--- config.mk ---
export PLATFORM = sky130hd
export DESIGN_NAME = yutorina_if_stage_flat
export DESIGN_NICKNAME = d
export VERILOG_FILES = /design/src/rtl/yutorina_if_stage_if.sv /design/src/rtl/yutorina_if_stage.sv /design/src/flat_wrapper.sv
export SDC_FILE = /design/constraint.sdc
export NUM_CORES = 1
export LEC_CHECK = 0
export BUFFER_PORTS_ARGS = -buffer_cell sky130_fd_sc_hd__buf_2
export CAP_MARGIN = 15
export CORE_MARGIN = 3
export CORE_UTILIZATION = 52
export CTS_CLUSTER_SIZE = 25
export DETAILED_ROUTE_END_ITERATION = 10
export GPL_TIMING_DRIVEN = 1
export PLACE_DENSITY = 0.78
export SYNTH_ARGS = -nofsm -noshare
export SYNTH_HDL_FRONTEND = slang
export SYNTH_SLANG_ARGS = --single-unit
--- constraint.sdc ---
create_clock -name clk -period 3 [get_ports clk]
set_input_delay 0.15 -clock clk [delete_from_list [all_inputs] [get_ports clk]]
set_output_delay 0.15 -clock clk [all_outputs]
set_load 0.01 [all_outputs]
--- src/rtl/yutorina_if_stage_if.sv ---
// Instruction bus between the fetch stage (master) and instruction memory (slave).
// One outstanding word read; bus_rd_data is valid in the cycle bus_ack is high.
interface yutorina_if_stage_if;
    logic        bus_req;
    logic [29:0] bus_addr;
    logic        bus_ack;
    logic [31:0] bus_rd_data;

    modport master (
        output bus_req,
        output bus_addr,
        input  bus_ack,
        input  bus_rd_data
    );

    modport slave (
        input  bus_req,
        input  bus_addr,
        output bus_ack,
        output bus_rd_data
    );
endinterface

--- src/rtl/yutorina_if_stage.sv ---
// Yutorina instruction fetch stage: fetch PC, single-outstanding bus reads, skid buffer,
// one-delay-slot branch redirect and controller flush, feeding the IF/ID register.
module yutorina_if_stage #(
    parameter logic [29:0] RESET_VECTOR = 30'h0000_0000,
    parameter logic [31:0] NOP_INSN     = 32'h0000_0000
) (
    input  logic                       clk,
    input  logic                       reset,
    input  logic                       stall,
    input  logic                       flush,
    input  logic [29:0]                new_pc,
    input  logic                       br_taken,
    input  logic [29:0]                br_addr,
    yutorina_if_stage_if.master        bus,
    output logic [29:0]                if_pc,
    output logic [31:0]                if_insn,
    output logic                       if_en
);

    typedef enum logic [1:0] {
        ST_FETCH = 2'd0,
        ST_FULL  = 2'd1,
        ST_DRAIN = 2'd2
    } state_t;

    state_t      r_state;
    state_t      w_state_next;
    logic [29:0] r_pc;
    logic [29:0] w_pc_next;
    logic [29:0] r_skid_pc;
    logic [29:0] w_skid_pc_next;
    logic [31:0] r_skid_insn;
    logic [31:0] w_skid_insn_next;
    logic        r_br_pend;
    logic        w_br_pend_next;
    logic [29:0] r_br_tgt;
    logic [29:0] w_br_tgt_next;
    logic [29:0] r_drain_addr;
    logic [29:0] w_drain_addr_next;
    logic [29:0] r_if_pc;
    logic [29:0] w_if_pc_next;
    logic [31:0] r_if_insn;
    logic [31:0] w_if_insn_next;
    logic        r_if_en;
    logic        w_if_en_next;

    logic        w_bus_req;
    logic [29:0] w_bus_addr;
    logic        w_br_acc;
    logic        w_slot_now;
    logic        w_slot_skid;
    logic [29:0] w_ack_pc;

    // Bus request drops only while the skid holds an instruction the decoder has not taken.
    assign w_bus_req  = !reset && (r_state != ST_FULL);
    assign w_bus_addr = (r_state == ST_DRAIN) ? r_drain_addr : r_pc;

    assign bus.bus_req  = w_bus_req;
    assign bus.bus_addr = w_bus_addr;

    assign w_br_acc    = br_taken && r_if_en && !stall && !flush;
    assign w_slot_now  = w_br_acc && (r_pc == r_if_pc + 30'd1);
    assign w_slot_skid = w_br_acc && (r_pc == r_if_pc + 30'd2);

    // PC after an ack: a pending branch wins, then a branch whose delay slot is arriving now.
    assign w_ack_pc = r_br_pend  ? r_br_tgt :
                      w_slot_now ? br_addr  :
                                   r_pc + 30'd1;

    always_ff @(posedge clk) begin
        if (reset) begin
            r_state      <= ST_FETCH;
            r_pc         <= RESET_VECTOR;
            r_skid_pc    <= '0;
            r_skid_insn  <= NOP_INSN;
            r_br_pend    <= 1'b0;
            r_br_tgt     <= '0;
            r_drain_addr <= '0;
            r_if_pc      <= RESET_VECTOR;
            r_if_insn    <= NOP_INSN;
            r_if_en      <= 1'b0;
        end else begin
            r_state      <= w_state_next;
            r_pc         <= w_pc_next;
            r_skid_pc    <= w_skid_pc_next;
            r_skid_insn  <= w_skid_insn_next;
            r_br_pend    <= w_br_pend_next;
            r_br_tgt     <= w_br_tgt_next;
            r_drain_addr <= w_drain_addr_next;
            r_if_pc      <= w_if_pc_next;
            r_if_insn    <= w_if_insn_next;
            r_if_en      <= w_if_en_next;
        end
    end

    always_comb begin
        w_state_next      = r_state;
        w_pc_next         = r_pc;
        w_skid_pc_next    = r_skid_pc;
        w_skid_insn_next  = r_skid_insn;
        w_br_pend_next    = r_br_pend;
        w_br_tgt_next     = r_br_tgt;
        w_drain_addr_next = r_drain_addr;
        w_if_pc_next      = r_if_pc;
        w_if_insn_next    = r_if_insn;
        w_if_en_next      = r_if_en;

        if (flush) begin
            w_if_en_next   = 1'b0;
            w_if_insn_next = NOP_INSN;
            w_pc_next      = new_pc;
            w_br_pend_next = 1'b0;
            // An unacked read cannot be withdrawn, so its data must be absorbed in DRAIN.
            if (r_state == ST_FETCH && w_bus_req && !bus.bus_ack) begin
                w_drain_addr_next = w_bus_addr;
                w_state_next      = ST_DRAIN;
            end else if (r_state == ST_DRAIN && !bus.bus_ack) begin
                w_state_next = ST_DRAIN;
            end else begin
                w_state_next = ST_FETCH;
            end
        end else begin
            unique case (r_state)
                ST_FETCH: begin
                    if (bus.bus_ack) begin
                        w_pc_next      = w_ack_pc;
                        w_br_pend_next = 1'b0;
                        if (!stall) begin
                            w_if_pc_next   = r_pc;
                            w_if_insn_next = bus.bus_rd_data;
                            w_if_en_next   = 1'b1;
                        end else begin
                            w_skid_pc_next   = r_pc;
                            w_skid_insn_next = bus.bus_rd_data;
                            w_state_next     = ST_FULL;
                        end
                    end else begin
                        if (!stall) begin
                            w_if_en_next   = 1'b0;
                            w_if_insn_next = NOP_INSN;
                        end
                        // Delay slot still in flight: remember the target until it lands.
                        if (w_slot_now) begin
                            w_br_pend_next = 1'b1;
                            w_br_tgt_next  = br_addr;
                        end
                    end
                end
                ST_FULL: begin
                    if (!stall) begin
                        w_if_pc_next   = r_skid_pc;
                        w_if_insn_next = r_skid_insn;
                        w_if_en_next   = 1'b1;
                        w_state_next   = ST_FETCH;
                    end
                    if (w_slot_skid) begin
                        w_pc_next = br_addr;
                    end
                end
                ST_DRAIN: begin
                    if (bus.bus_ack) begin
                        w_state_next = ST_FETCH;
                    end
                end
                default: begin
                    w_state_next = ST_FETCH;
                end
            endcase
        end
    end

    assign if_pc   = r_if_pc;
    assign if_insn = r_if_insn;
    assign if_en   = r_if_en;

endmodule

--- src/flat_wrapper.sv ---
// flat-port wrapper written by rule: the top's interface ports become plain ports
module yutorina_if_stage_flat 
#(
    parameter logic [29:0] RESET_VECTOR = 30'h0000_0000,
    parameter logic [31:0] NOP_INSN     = 32'h0000_0000
)
  (clk, reset, stall, flush, new_pc, br_taken, br_addr, if_pc, if_insn, if_en, bus_bus_req, bus_bus_addr, bus_bus_ack, bus_bus_rd_data);
  yutorina_if_stage_if bus_i ();
  input  logic clk;
  input  logic reset;
  input  logic stall;
  input  logic flush;
  input  logic [29:0] new_pc;
  input  logic br_taken;
  input  logic [29:0] br_addr;
  output logic [29:0] if_pc;
  output logic [31:0] if_insn;
  output logic if_en;
  output wire logic [$bits(bus_i.bus_req)-1:0] bus_bus_req;
  output wire logic [$bits(bus_i.bus_addr)-1:0] bus_bus_addr;
  input wire logic [$bits(bus_i.bus_ack)-1:0] bus_bus_ack;
  input wire logic [$bits(bus_i.bus_rd_data)-1:0] bus_bus_rd_data;
  assign bus_bus_req = bus_i.bus_req;
  assign bus_bus_addr = bus_i.bus_addr;
  assign bus_i.bus_ack = bus_bus_ack;
  assign bus_i.bus_rd_data = bus_bus_rd_data;
  yutorina_if_stage #(.RESET_VECTOR(RESET_VECTOR), .NOP_INSN(NOP_INSN)) u_core (.clk(clk), .reset(reset), .stall(stall), .flush(flush), .new_pc(new_pc), .br_taken(br_taken), .br_addr(br_addr), .bus(bus_i), .if_pc(if_pc), .if_insn(if_insn), .if_en(if_en));
endmodule
==> metrics <==
highest fanout seen on the critical path 10; endpoint type of the worst setup path flop; share of layout cells above drive strength 1 25.7%; clock root buffer master clkbuf_16; sequential share of power around 40%; area occupied by multi-input gates between 7000 and 8000 um^2; netlist area before placement roughly 12000 um^2; register clock-pin slew on the reported worst setup and hold paths 60 ps; die outline area 25600 um^2; final count of pins violating max slew 0; worst-case clock skew 16.6 ps; Post-Syn Instances 1670; part of the cycle the worst path needs 101%; Sequential cell area approximately 4400 um^2; number of antenna cells inserted 0; Core Footprint ~23000 um^2; count of synthesis-stage warnings from yosys 0; Max Buffers Root-to-Sink 3; Total Nets Final slightly above 2000; register bit count reported by yosys about 220; net count after synthesis 1771; count of max-cap constraint violations 0; global-route wire length before repair just over 70000 um; post-route antenna net violation count 0; # H-tree levels 1; Core Rows between 50 and 60; DRT Wirelength about 46000 um; global-route total usage across every layer around 34%; Setup crit start kind flop; outcome finished with violations; Avg Inst Size Synth 7.40 um^2; minimum setup slack in the final design -32.8 ps; first-pass iteration count of the detailed router 5; category of the most critical setup path reg -> reg; Final HPWL DP roughly 31000 um; final setup vio count 1; arrival time worst endpoint approximately 3500 ps; Top Ports 192; TritonCTS Buffers 25; clock latency on the worst-skew pair about 540 ps; type of the worst min-delay path in -> reg; number of distinct library cells after synthesis 67; Sinks on Clock Net between 200 and 250; final period demand of the worst path ~3000 ps; leakage power between 6 and 7 nW; maximum operating frequency 330 MHz; final-layout fill cell count about 1900; initial cell density of the core a little over half; worst vdd rail ir drop 0.642 mV; number of global-route vias before repair about 13000; clock power share between 40 and 50%; Worst EP required 3450 ps; transition time at the pin with the least slew margin between 700 and 800 ps; cell internal pwr 0.00550 W; Net Sw Frac ~29%; switching power roughly 0.0023 W; buffers added on ports 191; antenna violations before repair 0; total gr overflow 0; TritonCTS clock tree yes; Power per Cell Area 480 nW/um^2; overall die width between 150 and 200 um; Routed WL per cell approximately 20 um; number of design-rule violations left by the first detailed-router iteration between 1500 and 2000; final-layout worst hold slack 16.5 ps; post-synthesis sequential area ratio between 30% and 40%; RSZ-0062 raised after global routing true; Synth async-reset ratio 0%; number of enable flip-flop cells after synthesis 0; vias per inst 6.07; worst max-slew margin expressed relative to the limit 51.7%; detailed-route DRC error count 0; area growth from synthesis to layout 31.1%; via count of the routed design between 10000 and 15000; sum of negative setup slack -32.8 ps; violations in the final reports negative setup slack; prevailing post-synth register cell dfxtp_1; pin count of the biggest net entering global routing around 110; die outline height 160 um; weighted congestion reported at the end of routability-driven placement between 0.9 and 1; relative contribution of combinational cells to total power between 10% and 20%; final hold violation count 0
what timing repair did:
| item | 4_1_cts | 5_1_grt |
|---|---|---|
| pin swaps | 6 | 25 |
| resized for setup | 25 | 52 |
| endpoints found under the hold margin | 98 | 0 |
| cloned | 1 | 0 |
| setup buffers | 2 | 8 |
| endpoints found under the setup margin | 40 | 60 |
| hold buffers | 66 | 0 |
power by group through the flow:
stage	Clock, W	Sequential (W)	Combinational, W
floorplan	0	0.00313	0.000783
global placement	0	0.00316	0.00129
detailed placement	0	0.00316	0.00130
CTS	0.00321	0.00310	0.00140
global route	0.00334	0.00312	0.00159
finish	0.00318	0.00311	0.00148
layout by cell type (no fill, tap or decap), types with 8 or more instances in the layout:
cell type      Yosys  routed
nand2_1          417     416
dfxtp_1          218     203
buf_2             29     190
a21oi_1          147     146
buf_4              5     142
nor2_1           115     113
nand3_1           78      77
dlygate4sd3_1      0      66
a311oi_1          64      64
o21ai_0           51      49
xnor2_1           47      42
nand4_1           41      41
mux2_2            31      31
o211ai_1          28      28
nor3_1            28      25
clkbuf_16          0      25
xor2_1            26      24
a32o_1            21      21
nor4_1            19      15
nand2b_1          15      14
and3_1            13      11
and4_1            15      11
or3_1             13      11
a211oi_1          13      10
clkbuf_8           0       9
buf_12             0       9
dfxtp_2            0       9
inv_1              8       8
sequential cells by signal, summed over array words and instances, names as in the netlist:
signal / flops
u_core.r_br_tgt: 30
u_core.r_skid_insn: 32
u_core.r_skid_pc: 30
u_core.if_en: 1
u_core.r_drain_addr: 30
u_core.r_br_pend: 1
u_core.r_pc: 30
u_core.if_pc: 30
u_core.r_state: 2
u_core.if_insn: 32
through the flow:
step	utilization (%)	std cells	power [W]	setup WS, ps	cell area [um^2]
6_report	70.5	2276	0.00777	-32.8	16200
5_1_grt	70.5	2276	0.00804	-161	16200
4_1_cts	69.2	2268	0.00772	2.85	15900
3_5_place_dp	62.0	2153	0.00447	-76.0	14300
3_3_place_gp	62.0	2153	0.00445	31.8	14300
2_1_floorplan	-	1670	0.00391	23.4	12400
path summary, 6_finish.rpt:
path / endpoint / cells after the start / from / slack [ps]
setup / recovery: u_core.r_pc[19]$_SDFFE_PP0P_ / 8 / u_core.r_pc[9]$_SDFFE_PP0P_ / -30
hold / removal: u_core.r_pc[11]$_SDFFE_PP0P_ / 4 / new_pc[11] / 20
setup reg to reg: u_core.r_pc[19]$_SDFFE_PP0P_ / 8 / u_core.r_pc[9]$_SDFFE_PP0P_ / -30
hold reg to reg: u_core.r_br_tgt[13]$_SDFFE_PP0P_ / 2 / u_core.r_br_tgt[13]$_SDFFE_PP0P_ / 450
synthesized netlist by cell type, types with 4 or more instances:
master | instances | area (um^2)
and2_1 | 6 | 37.5
a21o_1 | 4 | 30.0
clkbuf_1 | 119 | 447
nand3_1 | 78 | 390
nor2b_1 | 5 | 31.3
xnor2_1 | 47 | 412
nor3b_1 | 4 | 30.0
o31ai_1 | 5 | 37.5
or3_1 | 13 | 81.3
nor4_1 | 19 | 119
o211ai_1 | 28 | 210
nor3_1 | 28 | 140
nor2_1 | 115 | 432
nand2b_1 | 15 | 93.8
nand2_1 | 417 | 1570
a21oi_1 | 147 | 736
a32o_1 | 21 | 210
buf_2 | 29 | 145
nand4_1 | 41 | 257
and4_1 | 15 | 131
buf_1 | 12 | 45.0
buf_4 | 5 | 37.5
inv_1 | 8 | 30.0
a211oi_1 | 13 | 97.6
and3_1 | 13 | 81.3
mux2i_1 | 4 | 40.0
a311oi_1 | 64 | 561
a31oi_1 | 4 | 25.0
o21a_1 | 6 | 45.0
mux2_2 | 31 | 349
xor2_1 | 26 | 228
o21ai_0 | 51 | 255
dfxtp_1 | 218 | 4360
a311oi_2 | 6 | 90.1
critical path: stages (launching register included):
cell and delay, ps:
dfxtp_1 510, buf_4 240, and3_1 220, nand3_1 350
nor4_1 650, xor2_1 240, a211oi_2 60, or3_4 400
a311oi_2 280
metal layers:
layer	up-vias	part of all wire, %	global-route usage, %
li1	6455	-	-
met1	6520	39	43.0
met2	717	47	56.3
met3	129	8.8	6.15
met4	0	5.0	15.1
met5	-	0	0
final cells by class:
class	count	share of cell area [%]
multi-input combinational	1279	46.9
inverter	8	0.185
sequential	218	27.2
clock inverter	9	0.633
clock buffer	37	4.70
tap	313	2.42
timing repair buffer	412	18.0
logic make-up after synthesis:
logic type / Yosys count / share of synthesized area (%)
buf+inv: 174 / 5.79
simple gates: 791 / 29.5
flops: 218 / 35.3
compound gates: 375 / 20.6
xor+xnor: 74 / 5.36
fa+ha+maj: 3 / 0.304
mux: 35 / 3.15
Note: power is estimated with default switching activity, not from simulation.
